## src/rtl/sap_ctrl_seq.sv

```systemverilog
// rtl/sap_ctrl_seq.sv - SAP-1 controller-sequencer: T1..T6 ring counter and control-word decode
//
// Ports:
//   clk       system clock; ring and halted state advance on the falling edge
//   cls       asynchronous active-high clear (ring -> T1, halted -> 0)
//   prog_run  1 = run, 0 = programming mode (controls forced to 0, ring parks at T1)
//   opcode    instruction register upper nibble
//   ring      one-hot T-state (bit0 = T1)
//   cp, ep, mar_in, ram_out, li, ei, la, ea, su, eu, lb, lo, jmp
//             active-high control strobes for the datapath
//   hlt       halted flag
//
// Optional feature macro: SAP_JMP_EN (enables JMP decode; jmp is tied 0 otherwise).

module sap_ctrl_seq #(
  parameter logic [3:0] OP_LDA = 4'h0,
  parameter logic [3:0] OP_ADD = 4'h1,
  parameter logic [3:0] OP_SUB = 4'h2,
  parameter logic [3:0] OP_JMP = 4'h3,
  parameter logic [3:0] OP_OUT = 4'hE,
  parameter logic [3:0] OP_HLT = 4'hF
) (
  input  logic       clk,
  input  logic       cls,
  input  logic       prog_run,
  input  logic [3:0] opcode,
  output logic [5:0] ring,
  output logic       cp,
  output logic       ep,
  output logic       mar_in,
  output logic       ram_out,
  output logic       li,
  output logic       ei,
  output logic       la,
  output logic       ea,
  output logic       su,
  output logic       eu,
  output logic       lb,
  output logic       lo,
  output logic       jmp,
  output logic       hlt
);

  typedef enum logic [5:0] {
    T1 = 6'b000001,
    T2 = 6'b000010,
    T3 = 6'b000100,
    T4 = 6'b001000,
    T5 = 6'b010000,
    T6 = 6'b100000
  } t_state_e;

  t_state_e state, state_next;
  logic     halted, halted_next;

  // Falling-edge state so the control word settles half a cycle before the
  // datapath registers sample it on the rising edge.
  always_ff @(negedge clk or posedge cls) begin
    if (cls) begin
      state  <= T1;
      halted <= 1'b0;
    end else begin
      state  <= state_next;
      halted <= halted_next;
    end
  end

  // Next-state logic. Once halted the ring is frozen; only cls recovers it.
  always_comb begin
    state_next  = state;
    halted_next = halted;
    if (!halted) begin
      if (!prog_run) begin
        state_next = T1;
      end else begin
        case (state)
          T1: state_next = T2;
          T2: state_next = T3;
          T3: begin
            state_next = T4;
            // HLT takes effect on the edge that enters T4
            if (opcode == OP_HLT) halted_next = 1'b1;
          end
          T4: state_next = T5;
          T5: state_next = T6;
          T6: state_next = T1;
          default: state_next = T1;
        endcase
      end
    end
  end

  // Control-word decode. Gating by cls keeps strobes low for the whole clear
  // pulse, independent of when the async reset reaches the state register.
  always_comb begin
    cp      = 1'b0;
    ep      = 1'b0;
    mar_in  = 1'b0;
    ram_out = 1'b0;
    li      = 1'b0;
    ei      = 1'b0;
    la      = 1'b0;
    ea      = 1'b0;
    su      = 1'b0;
    eu      = 1'b0;
    lb      = 1'b0;
    lo      = 1'b0;
    jmp     = 1'b0;
    if (!cls && prog_run && !halted) begin
      case (state)
        T1: begin ep = 1'b1; mar_in = 1'b1; end
        T2: cp = 1'b1;
        T3: begin ram_out = 1'b1; li = 1'b1; end
        T4: begin
          if (opcode == OP_LDA || opcode == OP_ADD || opcode == OP_SUB) begin
            mar_in = 1'b1;
            ei     = 1'b1;
          end else if (opcode == OP_OUT) begin
            ea = 1'b1;
            lo = 1'b1;
          end
`ifdef SAP_JMP_EN
          else if (opcode == OP_JMP) begin
            ei  = 1'b1;
            jmp = 1'b1;
          end
`endif
        end
        T5: begin
          if (opcode == OP_LDA) begin
            ram_out = 1'b1;
            la      = 1'b1;
          end else if (opcode == OP_ADD || opcode == OP_SUB) begin
            ram_out = 1'b1;
            lb      = 1'b1;
          end
        end
        T6: begin
          if (opcode == OP_ADD || opcode == OP_SUB) begin
            eu = 1'b1;
            la = 1'b1;
            su = (opcode == OP_SUB);
          end
        end
        default: ;
      endcase
    end
  end

  assign ring = state;
  assign hlt  = halted;

endmodule

```

## config.mk

```make
export PLATFORM = sky130hd
export DESIGN_NAME = sap_ctrl_seq
export DESIGN_NICKNAME = d
export VERILOG_FILES = /design/src/rtl/sap_ctrl_seq.sv
export SDC_FILE = /design/constraint.sdc
export NUM_CORES = 1
export LEC_CHECK = 0
export CORE_MARGIN = 5
export CORE_UTILIZATION = 30
export CTS_CLUSTER_SIZE = 30
export DETAILED_ROUTE_END_ITERATION = 6
export GPL_ROUTABILITY_DRIVEN = 0
export PLACE_DENSITY = 0.69
export REMOVE_ABC_BUFFERS = 1
export SETUP_SLACK_MARGIN = 0.15
export SLEW_MARGIN = 20
export SYNTH_ARGS = -nofsm -noshare
export SYNTH_HDL_FRONTEND = slang
export SYNTH_SLANG_ARGS = --single-unit
export TNS_END_PERCENT = 20
```

## constraint.sdc

```tcl
create_clock -name clk -period 2.1 [get_ports clk]
set_input_delay 0.525 -clock clk [delete_from_list [all_inputs] [get_ports clk]]
set_output_delay 0.525 -clock clk [all_outputs]
set_load 0.005 [all_outputs]
```

After elaboration in Yosys (flattened, before gate mapping)
Cells that the tools add are included.
{"block": "op_classes", "mul": 0, "n_addsub": 0, "magnitude_cmp": 0, "n_eq_ne": 10, "n_mux": 36, "n_reduce_logical": 8, "shift": 0, "div": 0, "bitwise_logic": 0}
{"op": "$mux W1", "n": 31}
{"op": "$pmux W6 S5", "n": 1}
{"op": "$eq A4 B4 Y1 const B", "n": 2}
{"op": "$eq A6 B1 Y1 const B", "n": 1}
{"op": "$eq A6 B2 Y1 const B", "n": 1}
{"op": "$eq A6 B3 Y1 const B", "n": 1}
{"op": "$eq A6 B4 Y1 const B", "n": 1}
{"op": "$eq A6 B5 Y1 const B", "n": 1}
{"op": "$eq A6 B6 Y1 const B", "n": 1}
{"op": "$mux W6", "n": 1}
{"op": "$pmux W1 S2", "n": 3}
{"op": "$eq A4 B1 Y1 const B", "n": 1}
{"op": "$eq A4 B2 Y1 const B", "n": 1}
{"op": "$logic_not A4 Y1", "n": 1}
{"op": "$logic_or A1 B1 Y1", "n": 3}
{"op": "$logic_and A1 B1 Y1", "n": 2}
{"op": "$logic_not A1 Y1", "n": 2}
{"block": "word_totals", "in_bits": 7, "mem_count": 0, "latchBits": 0, "rom_bits": 0, "ramBits": 0, "ff_bits": 7, "output_inout_bits": 20}

Logic depth before layout (Yosys ltp)
Gate-level depths: netlist of the first run.
{"block": "logic_depth", "ltp_word": 6, "ltp_mapped": 5}

==> flow_summary.json, run 1 <==
{
  "grt_use_met1": 0.183,
  "synth_edf_count": 0,
  "grt_pass1_vias": 831,
  "rows": 16,
  "synth_area_per_cell_um2": 8.68,
  "path_class": "reg -> out",
  "peakVddDrop_v": 0.000381,
  "synthMuxAreaShare": 0.0191,
  "start_util": 0.307,
  "synthArstFlopShare": 1.00,
  "path_max_fanout": 3,
  "p_leak_nw": 0.646,
  "vias": 792,
  "cap_violations": 0,
  "place_worst_setup_slack_ns": -1.23,
  "ant_nets": 0,
  "synthCells": 68,
  "grt_pass1_wl_mm": 3.95,
  "yosys.cell_types.count": 35,
  "die_x_um": 54.4,
  "arrival_ns": 2.92,
  "io_pins": 27,
  "synth_adder_area_share": 0,
  "required_ns": 1.57,
  "top_usage_layer": "met2",
  "route.detailed.drc": 0,
  "p_per_area_nw_per_um2": 634,
  "setup_violations": 21,
  "grt_antenna_before_repair": 0,
  "violations": "negative setup slack",
  "fin_skew_ns": 0.0511,
  "synth.area.top_cells": "dfrtn_1 25%, dfstp_2 4.4%, nand2_1 4.4%",
  "startpoint_type": "flip-flop",
  "critPathMostFrequentCell": "buf_4",
  "synth_top_family_by_area": "simple AND/OR/NAND/NOR gates",
  "yosysTopAreaCellShare": 0.254,
  "clock_path_buffers": 2,
  "layout_setup_ws_ns": -1.34,
  "yosys_warnings": 0,
  "viasPerCell": 4.92,
  "ys_ff_latch": 7,
  "rsz0062_at_grt": "true",
  "cts_root_buf": "clkbuf_4",
  "cts_tree": "done",
  "seq_area_frac_synth": 0.299,
  "grtUsageMet2": 0.382,
  "path_cells": "buf_4 > nor4bb_4 > nand3_1 > buf_4 > buf_4 > o41ai_2 > buf_2",
  "numCtsBuffers": 3,
  "wl_per_cell_um": 16.2,
  "track_usage": 0.192,
  "synth_compound_area_frac": 0.117,
  "n_antenna_cell": 0,
  "ys.flop_type": "dfrtn_1",
  "synthXorXnorAreaFrac": 0.0297,
  "clock_latency_ns": 0.32,
  "post_dp_cell_area_um2": 1030,
  "grt-ovfl-total": 0,
  "drtIter0Drc": 9,
  "p_total_uw": 813,
  "hold_violations": 0,
  "worst_setup_path_end_kind": "output port",
  "dp_hpwl_mm": 1.75,
  "finalWirelength_mm": 2.60,
  "hp-class": "reg -> reg",
  "path_clk_slew_ns": 0.04,
  "cts_sinks": 7,
  "synthesis.area_um2": 591,
  "portBuffers": 25,
  "max_stage_delay_ns": 0.52,
  "regToRegSetupSlack_ns": 0.38,
  "fin_area_um2": 1280,
  "die_h_um": 54.4,
  "core_area_um2": 1920,
  "cts_hold_buffers": 0,
  "grt_start_max_net_pins": 8,
  "cpMaxStageDelayCell": "dfstp_2",
  "synth-simple-area-share": 0.445,
  "drt-pass1-iter-count": 4,
  "die_area_um2": 2960,
  "synth_top_cell_by_area": "dfrtn_1",
  "syn_to_final_growth_pct": 117,
  "finalMaxSlewViolations": 0,
  "nets": 142,
  "final_util": 0.667,
  "drive_above_1_share": 0.627,
  "gr-usage-met3": 0.0354,
  "htreeDepth": 1,
  "outcome": "finished with violations"
}
## area by class of cell
cell class | count | area [um2]
Fill cell | 150 | 639
Timing Repair Buffer | 66 | 558
Multi-Input combinational cell | 52 | 469
Sequential cell | 7 | 176
Tap cell | 27 | 33.8
Clock buffer | 4 | 26.3
Inverter | 4 | 15.0
Clock inverter | 1 | 3.75
## flip-flops by register name, indices dropped and copies added (netlist names)
signal,cells
ring,6
hlt,1
## kinds of logic (layout without fill, tap and decap cells)
group	count (synthesis)	after routing
simple gates	39	39
compound gates	9	9
buf+inv	9	75
flops	7	7
xor+xnor	2	2
other cells	1	1
mux	1	1
## cells in the mapped netlist, types with 2 or more instances
cell and number:
nand2_1 7, dfrtn_1 6, nor2_1 6, inv_1 5, nand3_1 4, o21ai_0 4, buf_4 2, nand2b_1 2
nand3b_1 2, nand4b_1 2, nor2b_1 2, nor4_1 2, xor2_1 2
## layout by cell type (no fill, tap or decap), types with 2 or more instances in the layout
cell	instances
nand3b_1	2
nor4_4	3
xor2_1	2
buf_4	28
buf_6	20
nand3_1	2
inv_1	5
nand3_2	2
nand4b_1	2
nor2_2	2
nand2_1	5
nor2b_1	2
dlymetal6s2s_1	3
clkbuf_4	3
buf_2	11
o21ai_0	4
dfrtn_1	6
nand2_4	2
clkbuf_2	2
clkdlybuf4s50_1	2
nand2b_1	2
nor2_1	4
## per-layer routing
metal  vias up  wire, um  share of wire
met5         -         0              0
met1       378      1000           0.39
met2        29      1420           0.54
met3         6       111          0.043
met4         0        70          0.027
li1        379         -              -
## path summary, 6_finish.rpt
check                               startpoint             endpoint  cells past startpoint
setup / recovery           ring[0]$_DFFE_NP1N_               mar_in                      7
hold / removal             ring[5]$_DFFE_NP0N_  ring[5]$_DFFE_NP0N_                      3
setup reg to reg           ring[0]$_DFFE_NP1N_  ring[3]$_DFFE_NP0N_                      7
hold reg to reg            ring[5]$_DFFE_NP0N_  ring[5]$_DFFE_NP0N_                      3
max in group asynchronous                  cls  ring[0]$_DFFE_NP1N_                      4
min in group asynchronous                  cls  ring[5]$_DFFE_NP0N_                      4
## critical path: cells and delay by family (launching register included)
family / cells / cell delay (ns)
buffers and inverters: 4 / 0.57
DFF: 1 / 0.52
and+or+nand+nor: 2 / 0.42
AOI/OAI and AO/OA: 1 / 0.04
## what timing repair did
item / CTS / global route
setup buffers: 11 / 5
setup endpoints to repair: 27 / 26
pin swaps: 12 / 10
cloned: 0 / 0
gates resized for setup: 69 / 42
## where the power goes
part           leakage [nW]  switching (mW)  internal [mW]
clock network        0.0203          0.0587         0.0754
registers            0.0931          0.0315          0.161
logic                 0.533           0.187          0.300
## stage by stage
stage                     instances  hold WS (ns)  setup TNS, ns
after floorplan                  64         0.542          -7.53
after global placement          141         0.599         -22.24
after detailed placement        141         0.608         -22.87
after CTS                       156         0.667         -19.96
after global routing            161         0.684         -19.90
final                           161         0.665         -18.33
Note: power is estimated with default switching activity, not from simulation.
==> inputs of run 2 (changes only) <==
--- a/config.mk
+++ b/config.mk
@@ -6,11 +6,11 @@
 export NUM_CORES = 1
 export LEC_CHECK = 0
 export CORE_MARGIN = 5
-export CORE_UTILIZATION = 30
+export CORE_UTILIZATION = 40
 export CTS_CLUSTER_SIZE = 30
 export DETAILED_ROUTE_END_ITERATION = 6
 export GPL_ROUTABILITY_DRIVEN = 0
-export PLACE_DENSITY = 0.69
+export PLACE_DENSITY = 0.86
 export REMOVE_ABC_BUFFERS = 1
 export SETUP_SLACK_MARGIN = 0.15
 export SLEW_MARGIN = 20
==> flow_summary.json, run 2 <==
{
  "yosysTopAreaCellShare": 0.254,
  "ys_ff_latch": 7,
  "rows": 13,
  "error": "[ERROR DPL-0038] Utilization greater than 100%, impossible to legalize",
  "portBuffers": 25,
  "cts_root_buf": "clkbuf_4",
  "seq_area_frac_synth": 0.299,
  "synth_edf_count": 0,
  "clock_path_buffers": 2,
  "yosys_warnings": 0,
  "worst_endpoint_kind": "top-level output",
  "synth_top_cell_by_area": "dfrtn_1",
  "die_h_um": 48.4,
  "yosys.cell_types.count": 35,
  "outcome": "stopped before the end",
  "cts_hold_buffers": 0,
  "synthesis.area_um2": 591,
  "crit_endpoint": "mar_in",
  "post_dp_cell_area_um2": 1040,
  "grt_start_max_net_pins": 8,
  "synth.area.top_cells": "dfrtn_1 25%, dfstp_2 4.4%, nand2_1 4.4%",
  "synth_common_cells": "7 x nand2_1, 6 x dfrtn_1, 6 x nor2_1",
  "place_worst_setup_slack_ns": -1.32,
  "ys.flop_type": "dfrtn_1",
  "io_pins": 27,
  "die_x_um": 48.4,
  "numCtsBuffers": 3,
  "synthArstFlopShare": 1.00,
  "synthCells": 68,
  "lastStage": "5_1_grt",
  "synth_area_per_cell_um2": 8.68,
  "start_util": 0.437,
  "yosysMostFrequentCell": "nand2_1",
  "dp_hpwl_mm": 1.86,
  "cts_sinks": 7,
  "htreeDepth": 1
}
-- run 2: timing repair --
action	4_1_cts
pin swaps	14
gates resized for setup	94
setup endpoints to repair	27
gates cloned	0
setup buffers	16
-- run 2: through the flow --
stage | cells | util | hold WS (ns)
floorplan | 64 | - | 0.542
global placement | 132 | 0.769 | 0.626
detailed placement | 132 | 0.769 | 0.677
CTS | 152 | 0.944 | 0.701
-- run 2: cells by family after synthesis --
logic type	share of synthesized area
simple gates	0.445
flops	0.299
compound gates	0.117
buf+inv	0.0847
other cells	0.00635
xor+xnor	0.0297
mux	0.0191
==> inputs of run 3 (changes only) <==
--- a/config.mk
+++ b/config.mk
@@ -5,14 +5,12 @@
 export SDC_FILE = /design/constraint.sdc
 export NUM_CORES = 1
 export LEC_CHECK = 0
-export CORE_MARGIN = 5
-export CORE_UTILIZATION = 40
-export CTS_CLUSTER_SIZE = 30
+export CORE_AREA = 5 5 66 68
 export DETAILED_ROUTE_END_ITERATION = 6
+export DIE_AREA = 0 0 71 73
 export GPL_ROUTABILITY_DRIVEN = 0
-export PLACE_DENSITY = 0.86
+export PLACE_DENSITY_LB_ADDON = 0.15
 export REMOVE_ABC_BUFFERS = 1
-export SETUP_SLACK_MARGIN = 0.15
 export SLEW_MARGIN = 20
 export SYNTH_ARGS = -nofsm -noshare
 export SYNTH_HDL_FRONTEND = slang
==> flow_summary.json, run 3 (synthesis results as in run 1) <==
{
  "p_per_area_nw_per_um2": 639,
  "grt-ovfl-total": 0,
  "finalWirelength_mm": 2.55,
  "largest_reg_flops": 6,
  "clock_path_buffers": 2,
  "regToRegSetupSlack_ns": 0.36,
  "outcome": "finished with violations",
  "peakVddDrop_v": 0.000305,
  "hold_violations": 0,
  "place_worst_setup_slack_ns": -1.23,
  "track_usage": 0.100,
  "setup_violations": 22,
  "viasPerCell": 4.17,
  "drtIter0Drc": 15,
  "path_class": "reg -> out",
  "cts_tree": "done",
  "grt_pass1_wl_mm": 4.02,
  "arrival_ns": 2.77,
  "n_antenna_cell": 0,
  "die_x_um": 71,
  "die_area_um2": 5180,
  "p_leak_nw": 0.666,
  "required_ns": 1.57,
  "worstHoldEndpoint": "ring[2]$_DFFE_NP0N_",
  "hp-start": "ring[2]$_DFFE_NP0N_",
  "cts_root_buf": "clkbuf_8",
  "route.detailed.drc": 0,
  "grt_pass1_vias": 765,
  "hp-class": "reg -> reg",
  "grt_start_max_net_pins": 11,
  "portBuffers": 25,
  "rsz0062_at_grt": "true",
  "worst_setup_path_end_kind": "output port",
  "core_area_um2": 3800,
  "clock_latency_ns": 0.29,
  "ant_nets": 0,
  "io_pins": 27,
  "vias": 792,
  "nets": 148,
  "reg2reg_to": "ring[3]$_DFFE_NP0N_",
  "drive_above_1_share": 0.671,
  "rows": 23,
  "startpoint_type": "flip-flop",
  "syn_to_final_growth_pct": 144,
  "layout_setup_ws_ns": -1.20,
  "start_util": 0.155,
  "holdWs_ns": 0.555,
  "finalMaxSlewViolations": 0,
  "dp_hpwl_mm": 1.80,
  "hold_depth": 2,
  "fin_skew_ns": 0.0439,
  "cts_sinks": 7,
  "drt-pass1-iter-count": 4,
  "grt_antenna_before_repair": 0,
  "htreeDepth": 1,
  "final_cell_mix": "27 x buf_6, 27 x buf_4, 7 x buf_2",
  "p_total_uw": 922,
  "wl_per_cell_um": 13.4,
  "path_max_fanout": 3,
  "r2r-start": "ring[0]$_DFFE_NP1N_",
  "reg2regPathDepth": 6,
  "die_h_um": 73,
  "cap_violations": 0,
  "path_clk_slew_ns": 0.03,
  "violations": "negative setup slack",
  "numCtsBuffers": 3
}
-- run 3: timing repair --
| item | CTS | global route |
|---|---|---|
| hold buffers | 0 | 0 |
| pin swaps | 14 | 9 |
| setup endpoints to repair | 26 | 23 |
| resized for setup | 101 | 26 |
| buffers inserted | 19 | 3 |
-- run 3: worst max path at each step --
stage             end  depth (start not counted)                start
4_1_cts            ei                          5  ring[0]$_DFFE_NP1N_
2_1_floorplan      ei                          3  ring[4]$_DFFE_NP0N_
5_1_grt        mar_in                          6  ring[1]$_DFFE_NP0N_
6_report       mar_in                          6  ring[1]$_DFFE_NP0N_
3_5_place_dp   mar_in                          5  ring[2]$_DFFE_NP0N_
3_3_place_gp   mar_in                          5  ring[3]$_DFFE_NP0N_
-- run 3: metal layers --
layer | vias to the layer above | wire [um] | track usage
met5 | - | 0 | 0
met4 | 0 | 36 | 0.0459
met3 | 4 | 167 | 0.0275
met2 | 26 | 1320 | 0.173
met1 | 372 | 1020 | 0.114
li1 | 390 | - | -
-- run 3: area by class of cell --
type	count	area [um2]
Fill cell	384	2360
Timing Repair Buffer	72	659
Multi-Input combinational cell	52	480
Sequential cell	7	176
Tap cell	50	62.6
Clock buffer	3	41.3
Inverter	4	15.0
Clock inverter	2	7.51
-- run 3: critical path, cell delays in order (launching register included) --
cell and delay (ns):
dfrtn_1 0.37, buf_6 0.14, nor4_4 0.27, nand4b_1 0.17, buf_4 0.18, o41ai_2 0.18, buf_2 0.16
-- run 3: metrics by stage --
stage | setup TNS (ns) | area (um2) | instances | utilization
after floorplan | -7.53 | 559 | 64 | -
after global placement | -23.25 | 1070 | 166 | 0.283
after detailed placement | -23.16 | 1070 | 166 | 0.283
after CTS | -17.98 | 1370 | 188 | 0.359
after global routing | -18.17 | 1440 | 190 | 0.380
final | -16.83 | 1440 | 190 | 0.380
-- run 3: power by group --
part | internal, mW | switching [mW]
clock | 0.129 | 0.0636
combinational | 0.344 | 0.186
sequential | 0.162 | 0.0373
==> inputs of run 4 (changes only) <==
--- a/config.mk
+++ b/config.mk
@@ -8,6 +8,7 @@
 export CORE_AREA = 5 5 66 68
 export DETAILED_ROUTE_END_ITERATION = 6
 export DIE_AREA = 0 0 71 73
+export DONT_BUFFER_PORTS = 1
 export GPL_ROUTABILITY_DRIVEN = 0
 export PLACE_DENSITY_LB_ADDON = 0.15
 export REMOVE_ABC_BUFFERS = 1
==> flow_summary.json, run 4 (synthesis results as in run 1) <==
{
  "ant_nets": 0,
  "setup_violations": 19,
  "drive_above_1_share": 0.529,
  "arrival_ns": 2.60,
  "hold_violations": 0,
  "path_class": "reg -> out",
  "peakVddDrop_v": 0.000204,
  "p_per_area_nw_per_um2": 719,
  "path_max_fanout": 4,
  "io_pins": 27,
  "seq_area_um2": 176,
  "nets": 110,
  "numCtsBuffers": 3,
  "startpoint_type": "flip-flop",
  "p_int_uw": 508,
  "outcome": "finished with violations",
  "critPathMostFrequentCell": "buf_4",
  "p_leak_nw": 0.468,
  "worst_setup_path_end_kind": "output port",
  "core_area_um2": 3800,
  "route.detailed.drc": 0,
  "finalMaxSlewViolations": 0,
  "grt-ovfl-total": 0,
  "clock_path_buffers": 2,
  "fin_area_um2": 1030,
  "required_ns": 1.57,
  "hp-class": "reg -> reg",
  "p_comb_frac": 0.466,
  "grt_pass1_wl_mm": 3.48,
  "grt_antenna_before_repair": 0,
  "track_usage": 0.0862,
  "start_util": 0.155,
  "wl_per_cell_um": 14.5,
  "cts_root_buf": "clkbuf_8",
  "clock_latency_ns": 0.29,
  "place_inst": 138,
  "instances_no_fill": 152,
  "dp_hpwl_mm": 1.61,
  "viasPerCell": 4.28,
  "final_common_cell": "buf_4",
  "critPathBufInv": 2,
  "regToRegSetupSlack_ns": 0.40,
  "rsz0062_at_grt": "true",
  "portBuffers": 0,
  "path_clk_slew_ns": 0.03,
  "htreeDepth": 1,
  "violations": "negative setup slack",
  "multi_input_area_um2": 452,
  "die_area_um2": 5180,
  "path_cells": "buf_4 > nor4_4 > nand3b_1 > nor3_1 > buf_4",
  "rows": 23,
  "final_util": 0.272,
  "swShare": 0.315,
  "layout_setup_ws_ns": -1.03,
  "finalWirelength_mm": 2.20,
  "cts_tree": "done",
  "drtIter0Drc": 24,
  "seqPwrFrac": 0.268,
  "clkPwrFrac": 0.266,
  "max_stage_delay_ns": 0.39,
  "vias": 650,
  "post_dp_cell_area_um2": 802,
  "die_h_um": 73,
  "final_cell_mix": "29 x buf_4, 6 x nand2_1, 6 x dfrtn_1",
  "syn_to_final_growth_pct": 74.8,
  "p_sw_uw": 233,
  "die_x_um": 71,
  "grt_pass1_vias": 713,
  "cpMaxStageDelayCell": "dfrtn_1",
  "drt-pass1-iter-count": 4,
  "grt_start_max_net_pins": 11,
  "cap_violations": 0,
  "crit_family": "simple AND/OR/NAND/NOR gates",
  "cts_sinks": 7,
  "largest_reg_flops": 6,
  "fillers": 431,
  "fin_skew_ns": 0.0417,
  "n_antenna_cell": 0
}
## run 4: worst reg2reg max path: stages, from the launching register on
cell and delay [ns]:
dfstp_2 0.60, nor4_4 0.05, buf_4 0.13, buf_4 0.12
buf_4 0.13, and3_2 0.21, a41o_1 0.26
## run 4: final cells by class
type,instances,share of cell area
Multi-Input combinational cell,52,0.438
Timing Repair Buffer,34,0.269
Sequential cell,7,0.171
Tap cell,50,0.0606
Clock buffer,4,0.0436
Inverter,4,0.0145
Clock inverter,1,0.00364
## run 4: power by group through the flow
stage | sequential (mW) | clock, mW | combinational [mW]
3_3_place_gp | 0.204 | 0.00596 | 0.233
6_report | 0.199 | 0.197 | 0.346
5_1_grt | 0.201 | 0.212 | 0.373
2_1_floorplan | 0.204 | 0.00596 | 0.0944
3_5_place_dp | 0.202 | 0.00596 | 0.230
4_1_cts | 0.195 | 0.202 | 0.324
## run 4: final timing paths
path                                      from                   to  cells after the start
max in group asynchronous                  cls  ring[2]$_DFFE_NP0N_                      2
hold reg to reg                  hlt$_DFF_NP0_  ring[5]$_DFFE_NP0N_                      3
setup reg to reg           ring[0]$_DFFE_NP1N_        hlt$_DFF_NP0_                      6
hold / removal                   hlt$_DFF_NP0_  ring[5]$_DFFE_NP0N_                      3
setup / recovery           ring[3]$_DFFE_NP0N_                   cp                      5
min in group asynchronous                  cls  ring[5]$_DFFE_NP0N_                      1
## run 4: metrics by stage
stage / setup slack (ns) / TNS [ns] / power, mW / hold slack (ns)
floorplan: -0.679 / -7.53 / 0.304 / 0.542
global placement: -0.757 / -10.07 / 0.442 / 0.646
detailed placement: -0.786 / -10.12 / 0.438 / 0.641
CTS: -1.07 / -14.83 / 0.721 / 0.702
global route: -1.11 / -16.11 / 0.786 / 0.799
finish: -1.03 / -14.95 / 0.742 / 0.739
## run 4: layer usage
metal	up-vias	track usage	wire, um
met1	313	0.0797	792
met3	0	0.0455	253
met5	-	0	0
met4	0	0.0313	0
met2	23	0.161	1160
li1	314	-	-
## run 4: what timing repair did
item / CTS / global route
hold buffers: 0 / 0
gates resized for setup: 13 / 7
buffers inserted: 7 / 3
setup endpoints to repair: 20 / 21
pin swaps: 6 / 4
